--- config.mk ---
export PLATFORM = sky130hd
export DESIGN_NAME = adder_tree_accum_flat
export DESIGN_NICKNAME = d
export VERILOG_FILES = /design/src/rtl/adder_tree_accum_if.sv /design/src/rtl/adder_tree_accum.sv /design/src/flat_wrapper.sv
export SDC_FILE = /design/constraint.sdc
export NUM_CORES = 1
export LEC_CHECK = 0
export ABC_AREA = 1
export BUFFER_PORTS_ARGS = -buffer_cell sky130_fd_sc_hd__buf_4
export CAP_MARGIN = 20
export CELL_PAD_IN_SITES_DETAIL_PLACEMENT = 1
export CELL_PAD_IN_SITES_GLOBAL_PLACEMENT = 1
export CORE_UTILIZATION = 41
export CTS_CLUSTER_DIAMETER = 40
export CTS_CLUSTER_SIZE = 28
export DETAILED_ROUTE_END_ITERATION = 8
export PLACE_DENSITY = 0.83
export SYNTH_ARGS = -nofsm -noshare
export SYNTH_HDL_FRONTEND = slang
export SYNTH_SLANG_ARGS = --single-unit
--- constraint.sdc ---
create_clock -name clk -period 2.8 [get_ports clk]
set_clock_uncertainty 0.15 [all_clocks]
set_input_delay 0.84 -clock clk [delete_from_list [all_inputs] [get_ports clk]]
set_output_delay 0.84 -clock clk [all_outputs]
set_load 0.01 [all_outputs]
--- src/rtl/adder_tree_accum_if.sv ---
// Handshake bundle for adder_tree_accum: the beat input channel and the frame-result output slot.
// The master side is the surrounding logic; the slave side is the accumulator itself.
interface adder_tree_accum_if #(
    parameter int IN_WIDTH  = 8,
    parameter int ACC_WIDTH = 16,
    parameter int CNT_WIDTH = 16
) ();

    logic                 in_valid;
    logic                 in_ready;
    logic [IN_WIDTH-1:0]  in_data;
    logic                 in_last;

    logic                 out_valid;
    logic                 out_ready;
    logic [ACC_WIDTH-1:0] out_sum;
    logic [CNT_WIDTH-1:0] out_count;
    logic                 out_ovf;

    modport master (
        output in_valid,
        input  in_ready,
        output in_data,
        output in_last,
        input  out_valid,
        output out_ready,
        input  out_sum,
        input  out_count,
        input  out_ovf
    );

    modport slave (
        input  in_valid,
        output in_ready,
        input  in_data,
        input  in_last,
        output out_valid,
        input  out_ready,
        output out_sum,
        output out_count,
        output out_ovf
    );

endinterface

--- src/rtl/adder_tree_accum.sv ---
// Frame accumulator behind a combinational adder tree: sums beats until in_last, then
// presents total, beat count and sticky overflow in one registered slot.
// Optional: define ADDER_TREE_ACCUM_SAT_EN to saturate the accumulator instead of wrapping.
module adder_tree_accum #(
    parameter int IN_WIDTH  = 8,
    parameter int ACC_WIDTH = 16,
    parameter int CNT_WIDTH = 16
) (
    input  logic               clk,
    input  logic               rst,
    adder_tree_accum_if.slave  bus
);

    if (ACC_WIDTH < IN_WIDTH) begin : g_bad_acc_width
        $fatal(1, "adder_tree_accum: ACC_WIDTH (%0d) must be >= IN_WIDTH (%0d)", ACC_WIDTH, IN_WIDTH);
    end
    if (CNT_WIDTH < 1) begin : g_bad_cnt_width
        $fatal(1, "adder_tree_accum: CNT_WIDTH (%0d) must be >= 1", CNT_WIDTH);
    end

    typedef enum logic {
        IDLE  = 1'b0,
        ACCUM = 1'b1
    } state_e;

    state_e               state;
    logic [ACC_WIDTH-1:0] acc;
    logic [CNT_WIDTH-1:0] cnt;
    logic                 ovf;

    logic                 out_valid_q;
    logic [ACC_WIDTH-1:0] out_sum_q;
    logic [CNT_WIDTH-1:0] out_count_q;
    logic                 out_ovf_q;

    logic                 in_ready;
    logic                 beat_accept;
    logic                 result_take;

    logic [ACC_WIDTH-1:0] acc_base;
    logic [ACC_WIDTH:0]   sum_wide;
    logic                 carry;
    logic [ACC_WIDTH-1:0] acc_next;
    logic [CNT_WIDTH-1:0] cnt_next;

    // The slot can take a new result whenever it is empty or being drained this cycle.
    assign in_ready    = !(out_valid_q && !bus.out_ready);
    assign beat_accept = bus.in_valid && in_ready;
    assign result_take = out_valid_q && bus.out_ready;

    // NOTE: every always_comb output gets a default first so no path can infer a latch.
    always_comb begin
        acc_base = '0;
        if (state == ACCUM) begin
            acc_base = acc;
        end
        sum_wide = {1'b0, acc_base} + {{(ACC_WIDTH + 1 - IN_WIDTH){1'b0}}, bus.in_data};
        carry    = sum_wide[ACC_WIDTH];
`ifdef ADDER_TREE_ACCUM_SAT_EN
        acc_next = carry ? {ACC_WIDTH{1'b1}} : sum_wide[ACC_WIDTH-1:0];
`else
        acc_next = sum_wide[ACC_WIDTH-1:0];
`endif
        cnt_next = cnt + CNT_WIDTH'(1);
    end

    // NOTE: sequential state uses non-blocking assignments so every register samples
    // pre-edge values, independent of statement order.
    always_ff @(posedge clk) begin
        if (rst) begin
            state       <= IDLE;
            acc         <= '0;
            cnt         <= '0;
            ovf         <= 1'b0;
            out_valid_q <= 1'b0;
            out_sum_q   <= '0;
            out_count_q <= '0;
            out_ovf_q   <= 1'b0;
        end else begin
            if (result_take) begin
                out_valid_q <= 1'b0;
            end
            if (beat_accept) begin
                if (bus.in_last) begin
                    // A closing beat reloads the slot even if it is being drained in the same cycle.
                    out_sum_q   <= acc_next;
                    out_count_q <= cnt_next;
                    out_ovf_q   <= ovf | carry;
                    out_valid_q <= 1'b1;
                    acc         <= '0;
                    cnt         <= '0;
                    ovf         <= 1'b0;
                    state       <= IDLE;
                end else begin
                    acc         <= acc_next;
                    cnt         <= cnt_next;
                    ovf         <= ovf | carry;
                    state       <= ACCUM;
                end
            end
        end
    end

    assign bus.in_ready  = in_ready;
    assign bus.out_valid = out_valid_q;
    assign bus.out_sum   = out_sum_q;
    assign bus.out_count = out_count_q;
    assign bus.out_ovf   = out_ovf_q;

endmodule

--- src/flat_wrapper.sv ---
// flat-port wrapper written by rule: the top's interface ports become plain ports
module adder_tree_accum_flat 
#(
    parameter int IN_WIDTH  = 8,
    parameter int ACC_WIDTH = 16,
    parameter int CNT_WIDTH = 16
)
  (clk, rst, bus_in_valid, bus_in_ready, bus_in_data, bus_in_last, bus_out_valid, bus_out_ready, bus_out_sum, bus_out_count, bus_out_ovf);
  adder_tree_accum_if #(.IN_WIDTH(IN_WIDTH), .ACC_WIDTH(ACC_WIDTH), .CNT_WIDTH(CNT_WIDTH)) bus_i ();
  input  logic clk;
  input  logic rst;
  input wire logic [$bits(bus_i.in_valid)-1:0] bus_in_valid;
  output wire logic [$bits(bus_i.in_ready)-1:0] bus_in_ready;
  input wire logic [$bits(bus_i.in_data)-1:0] bus_in_data;
  input wire logic [$bits(bus_i.in_last)-1:0] bus_in_last;
  output wire logic [$bits(bus_i.out_valid)-1:0] bus_out_valid;
  input wire logic [$bits(bus_i.out_ready)-1:0] bus_out_ready;
  output wire logic [$bits(bus_i.out_sum)-1:0] bus_out_sum;
  output wire logic [$bits(bus_i.out_count)-1:0] bus_out_count;
  output wire logic [$bits(bus_i.out_ovf)-1:0] bus_out_ovf;
  assign bus_i.in_valid = bus_in_valid;
  assign bus_in_ready = bus_i.in_ready;
  assign bus_i.in_data = bus_in_data;
  assign bus_i.in_last = bus_in_last;
  assign bus_out_valid = bus_i.out_valid;
  assign bus_i.out_ready = bus_out_ready;
  assign bus_out_sum = bus_i.out_sum;
  assign bus_out_count = bus_i.out_count;
  assign bus_out_ovf = bus_i.out_ovf;
  adder_tree_accum #(.IN_WIDTH(IN_WIDTH), .ACC_WIDTH(ACC_WIDTH), .CNT_WIDTH(CNT_WIDTH)) u_core (.clk(clk), .rst(rst), .bus(bus_i));
endmodule
==> results.cfg, run 1 <==
[status]
status = finished, final reports clean

[critical_path]
path_cells = nand2_1, inv_1, ha_1, fa_1, nand2_1, nand2_1, and2_1, xnor2_1, or2_2, a21oi_1
crit_path_max_incr_delay_ns = 0.46
startpoint_type = flip-flop
crit_path_frequent_cell = nand2_1
slowest_stage = dfxtp_1
r2r_start = u_core.state$_SDFFE_PP0P_
worstPathArrival_ns = 2.42
end_kind = flip-flop
criticalPathCategory = flip-flop to flip-flop
worst_ep_required_time_ns = 2.92
cp-startpoint = u_core.state$_SDFFE_PP0P_
cp_max_fo = 11

[synth]
synth_area_leaders = dfxtp_1, nand2_1, nand3_1, inv_1, a21oi_1
avgSynthCellArea_um2 = 7.21
synth_edf_count = 0
netlist_area_um2 = 3520
synth_cells = 489
synthArstFlopShare = 0
synth_top_area_share = 0.386
synthesis.nets = 512
ys_ff_latch = 68
yosysTopAreaCell = dfxtp_1
synth_cell_types = 37
synth-seq-area-share = 0.386
synthFlopType = dfxtp_1
synth_warnings = 0

[timing]
setup-violations-final = 0
finalSetupTns_ns = 0
slew_violations = 0
grt_setup_unrepaired = no
hold_viol_final = 0
fin_ws_ns = 0.502
tightest_slew_ns = 0.633
slew_headroom = 0.577
post-route-period-util = 0.821
clock.fmax_mhz = 435
min_period_ns = 2.30

[finish]
utilization = 0.505
syn_to_final_growth_pct = 18.2
antenna_cells = 0
final_area_um2 = 4170
multi_input_area_um2 = 1870
register_area_um2 = 1360
nFillCells = 1083
num-nets-final = 559
drive_gt1_frac = 0.203

[grt]
antenna_found_initial = 0
grt_overflow = 0
track_usage = 0.240
first_global_vias = 3592
grt_max_degree = 35
grt_pass1_wl_um = 16500

[clock_network]
postCtsSetupBuffers = 0
htree_levels = 3
cts_buffer_depth = 2
path_clk_slew_ns = 0.08
clock_latency_ns = 0.35
numCtsBuffers = 9
clockRootBuffer = clkbuf_8
cts_tree = built
cts-resized-gates = 0
hold_buffers = 0
clock-sinks = 68

[detailed_routing]
met2_length_um = 5060
routed_wl_um = 9740
drc = 0
drtIter0Drc = 89
drtAntennaViolNets = 0
met3_length_um = 255
top_layer_used = met4
vias_per_cell = 5.18
wl_per_cell_um = 15.1
num_vias = 3345
wl_met1_um = 4200
drt-pass1-iter-count = 4

[pwr]
leakage_nw = 2.03
finalPower_w = 0.00196
ir_worst_vdd_v = 0.000291
powerDensity_nw_per_um2 = 470

[floorplan]
core_area_um2 = 8260
die_x_um = 94.7
pin_count = 48
die_area_um2 = 8970
num_rows = 33
die_h_um = 94.7
initial_core_util = 0.427

[place]
dp_slack_ns = 0.160
gp_congestion = 0.833
placed_cell_area_um2 = 3980
io_buffers = 47
hpwl_um = 7020

[job]
max_cap_viol_count = 0

[worst_hold_path]
hp-class = flip-flop to flip-flop
min_from = u_core.bus.out_sum[0]$_SDFFE_PP0P_
==> registers in the layout (all words and copies together), names as in the netlist <==
signal / count
u_core.bus.out_sum: 16
u_core.bus.out_count: 16
u_core.cnt: 16
u_core.bus.out_ovf: 1
u_core.bus.out_valid: 1
u_core.acc: 16
u_core.ovf: 1
u_core.state: 1
==> cell type report <==
class | instances | share of cell area
Clock inverter | 5 | 0.0126
Tap cell | 105 | 0.0315
Sequential cell | 68 | 0.327
Timing Repair Buffer | 52 | 0.0967
Inverter | 58 | 0.0523
Clock buffer | 11 | 0.0315
Multi-Input combinational cell | 347 | 0.449
==> power by group <==
group          leakage, nW  internal [W]  switching (W)
registers            0.550      0.000983      0.0000143
clock network       0.0931      0.000408       0.000390
logic                 1.38     0.0000581       0.000105
total                 2.03       0.00145       0.000510
==> kinds of logic after synthesis <==
kind of cell / after synthesis / share of synthesized area
DFF: 68 / 0.386
adders and majority gates: 10 / 0.0376
and+or+nand+nor: 266 / 0.359
buffers and inverters: 74 / 0.0834
AOI/OAI and AO/OA: 59 / 0.102
xor gates and xnor gates: 12 / 0.0319
==> synth_stat cells (3+ instances only) <==
cell      instances
nand3_2           7
o21ai_0          10
a21oi_1          27
nand2_1         151
ha_1              9
a21oi_2           5
nand3_1          48
nand2_4           4
nor2_1           23
nor2_2            5
nand2_2           7
inv_1            55
dfxtp_1          68
clkbuf_1          8
inv_2             3
xor2_1           10
nor2_4            7
o21ai_1           4
buf_2             7
a22o_1            8
==> critical path: cells and delay by family (launching register included) <==
kind / cells / cell delay, ns
buf+inv: 1 / 0.05
xor+xnor: 1 / 0.14
compound gates: 1 / 0.11
simple gates: 5 / 0.71
fa+ha+maj: 2 / 0.60
flops: 1 / 0.46
==> path summary, 6_finish.rpt <==
path / to / slack (ns) / cells past startpoint
worst max-delay path: u_core.acc[4]$_SDFFE_PP0P_ / 0.50 / 10
worst min-delay path: u_core.bus.out_sum[0]$_SDFFE_PP0P_ / 0.30 / 2
worst max register to register: u_core.acc[4]$_SDFFE_PP0P_ / 0.50 / 10
worst min register to register: u_core.bus.out_sum[0]$_SDFFE_PP0P_ / 0.30 / 2
==> per-layer routing <==
layer	vias to the layer above	track usage
li1	1644	-
met1	1623	0.268
met2	58	0.440
met3	20	0.0386
met4	0	0.111
met5	-	0
==> cells in the final DEF (no fill, tap or decap), types with 3 or more instances in the layout <==
cell,n
a21oi_1,27
a21oi_2,5
a22o_1,8
buf_4,51
clkbuf_8,9
clkinv_2,3
dfxtp_1,68
ha_1,9
inv_1,55
inv_2,3
nand2_1,151
nand2_2,7
nand2_4,4
nand3_1,48
nand3_2,7
nor2_1,23
nor2_2,5
nor2_4,7
o21ai_0,10
o21ai_1,4
xor2_1,10
==> stage by stage <==
stage	hold WS (ns)	cells
after floorplan	0.295	489
after CTS	0.306	646
final	0.304	646
after global placement	0.291	630
after detailed placement	0.290	630
after global routing	0.318	646
No activity file was read; power rests on OpenSTA's default activity.
==> run 2, diff against run 1 <==
Settings changed: CORE_UTILIZATION 41 to 37, PLACE_DENSITY 0.83 to 0.79.
Clock period 2.8 ns to 1.9 ns, I/O delays scaled along.
==> run 2 against run 1 <==
  * Utilization is 4.0 points higher
  * Critical endpoint unchanged
  * The run now ends with negative setup slack left
  * Global-route usage grew 0.97 points
  * Cell count grew 9.3%
  * Critical path depth did not move
  * Clock power rose by 84%
==> results.cfg, run 2 (synthesized netlist as in run 1, its figures left out) <==
[status]
status = complete, but fails checks
violations = negative setup slack

[detailed_routing]
vias_per_cell = 5.16
drt-pass1-iter-count = 4
routed_wl_um = 12900
drtIter0Drc = 159
num_vias = 3645
drc = 0
drtAntennaViolNets = 0
wl_per_cell_um = 18.2

[timing]
slew_violations = 0
clock.fmax_mhz = 477
tightest_slew_ns = 0.364
finalSetupTns_ns = -2.92
post-route-period-util = 1.10
min_period_ns = 2.10
grt_setup_unrepaired = yes
hold_viol_final = 0
slew_headroom = 0.757
setup-violations-final = 28
fin_ws_ns = -0.195

[finish]
drive_gt1_frac = 0.411
utilization = 0.545
antenna_cells = 0
syn_to_final_growth_pct = 42.8
final_common_cell = nand2_1
register_area_um2 = 1370
multi_input_area_um2 = 2340
final_cell_mix = nand2_1, buf_4, dfxtp_1, inv_1, nand3_1
nFillCells = 1114
num-nets-final = 595

[place]
gp_congestion = 0.803
dp_slack_ns = -0.368
io_buffers = 47
hpwl_um = 7390

[clock_network]
cts_tree = built
htree_levels = 3
clock-sinks = 68
clockRootBuffer = clkbuf_8
path_clk_slew_ns = 0.10
clock_latency_ns = 0.37
cts_buffer_depth = 2
numCtsBuffers = 9

[critical_path]
path_cells = buf_6, nand2_4, inv_4, fa_2, nand2_2, nand2_2, and2_4, xnor2_2, or2_4, a21oi_2
worst_ep_required_time_ns = 2.06
startpoint_type = flip-flop
cp.depth = 10
cp_max_fo = 6
slowest_stage = dfxtp_4
path_buf_inv = 2
end_kind = flip-flop
path_delay_family = simple AND/OR/NAND/NOR gates
criticalPathCategory = flip-flop to flip-flop
reg2reg_depth = 10
crit_path_max_incr_delay_ns = 0.39
crit_path_frequent_cell = nand2_2
worstPathArrival_ns = 2.25

[grt]
grt_max_degree = 24
antenna_found_initial = 0
grt_overflow = 0
first_global_vias = 3788
track_usage = 0.250
grt_pass1_wl_um = 19100

[floorplan]
initial_core_util = 0.381
pin_count = 48
die_x_um = 99.6
num_rows = 35
die_area_um2 = 9920
die_h_um = 99.6
core_area_um2 = 9240

[pwr]
leakage_nw = 2.39
finalPower_w = 0.00333
powerDensity_nw_per_um2 = 661
ir_worst_vdd_v = 0.000357

[worst_hold_path]
hold_path_depth = 2
hp-class = flip-flop to flip-flop

[job]
max_cap_viol_count = 0
## run 2: changes by cell type in the layout (fill, tap and decap cells not counted), moves of 6 or more
cell | before | now
buf_4 | 51 | 81
ha_1 | 9 | 2
ha_4 | 0 | 7
inv_1 | 55 | 48
inv_2 | 3 | 9
nand2_1 | 151 | 120
nand2_2 | 7 | 25
nand2_4 | 4 | 17
nand3_1 | 48 | 32
nand3_2 | 7 | 23
nor2_1 | 23 | 15
## run 2: path summary, 6_finish.rpt
path	from	endpoint	slack (ns)
worst max register to register	u_core.state$_SDFFE_PP0P_	u_core.acc[4]$_SDFFE_PP0P_	-0.20
worst min register to register	u_core.bus.out_sum[10]$_SDFFE_PP0P_	u_core.bus.out_sum[10]$_SDFFE_PP0P_	0.30
worst max-delay path	u_core.state$_SDFFE_PP0P_	u_core.acc[4]$_SDFFE_PP0P_	-0.20
worst min-delay path	u_core.bus.out_sum[10]$_SDFFE_PP0P_	u_core.bus.out_sum[10]$_SDFFE_PP0P_	0.30
## run 2: timing repair
action	4_1_cts	5_1_grt
setup buffers	8	6
endpoints found under the setup margin	31	31
gates resized for setup	61	52
hold buffers	0	0
hold endpoints to repair	0	0
pin swaps	28	19
gates cloned	0	0
## run 2: through the flow
step	cells	hold WS (ns)	cell area, µm²
final	706	0.301	5030
after global routing	706	0.326	5030
after CTS	701	0.307	4770
after detailed placement	678	0.294	4270
after global placement	678	0.289	4270
after floorplan	489	0.295	3600
## run 2: final cells by class
class                      count  area share
tap                          129      0.0321
inverter                      58      0.0437
timing repair buffer          88       0.142
sequential                    68       0.271
clock inverter                 6      0.0189
multi-input combinational    347       0.465
clock buffer                  10      0.0273
## run 2: per-layer routing
metal / global-route usage / vias to the layer above / routed length, µm
met3: 0.0337 / 29 / 532
met4: 0.112 / 0 / 522
met5: 0 / - / 0
li1: - / 1708 / -
met2: 0.441 / 102 / 6570
met1: 0.301 / 1806 / 5250
## run 2: power breakdown
| part | switching, W | internal, W |
|---|---|---|
| Clock | 0.000682 | 0.000790 |
| Combinational | 0.000223 | 0.000164 |
| Sequential | 0.0000219 | 0.00145 |
| Total | 0.000926 | 0.00240 |
## run 2: tightest hold or removal path: cells and delay by family (launching register included)
kind	cells	cell delay (ns)
DFF	1	0.32
and+or+nand+nor	2	0.10
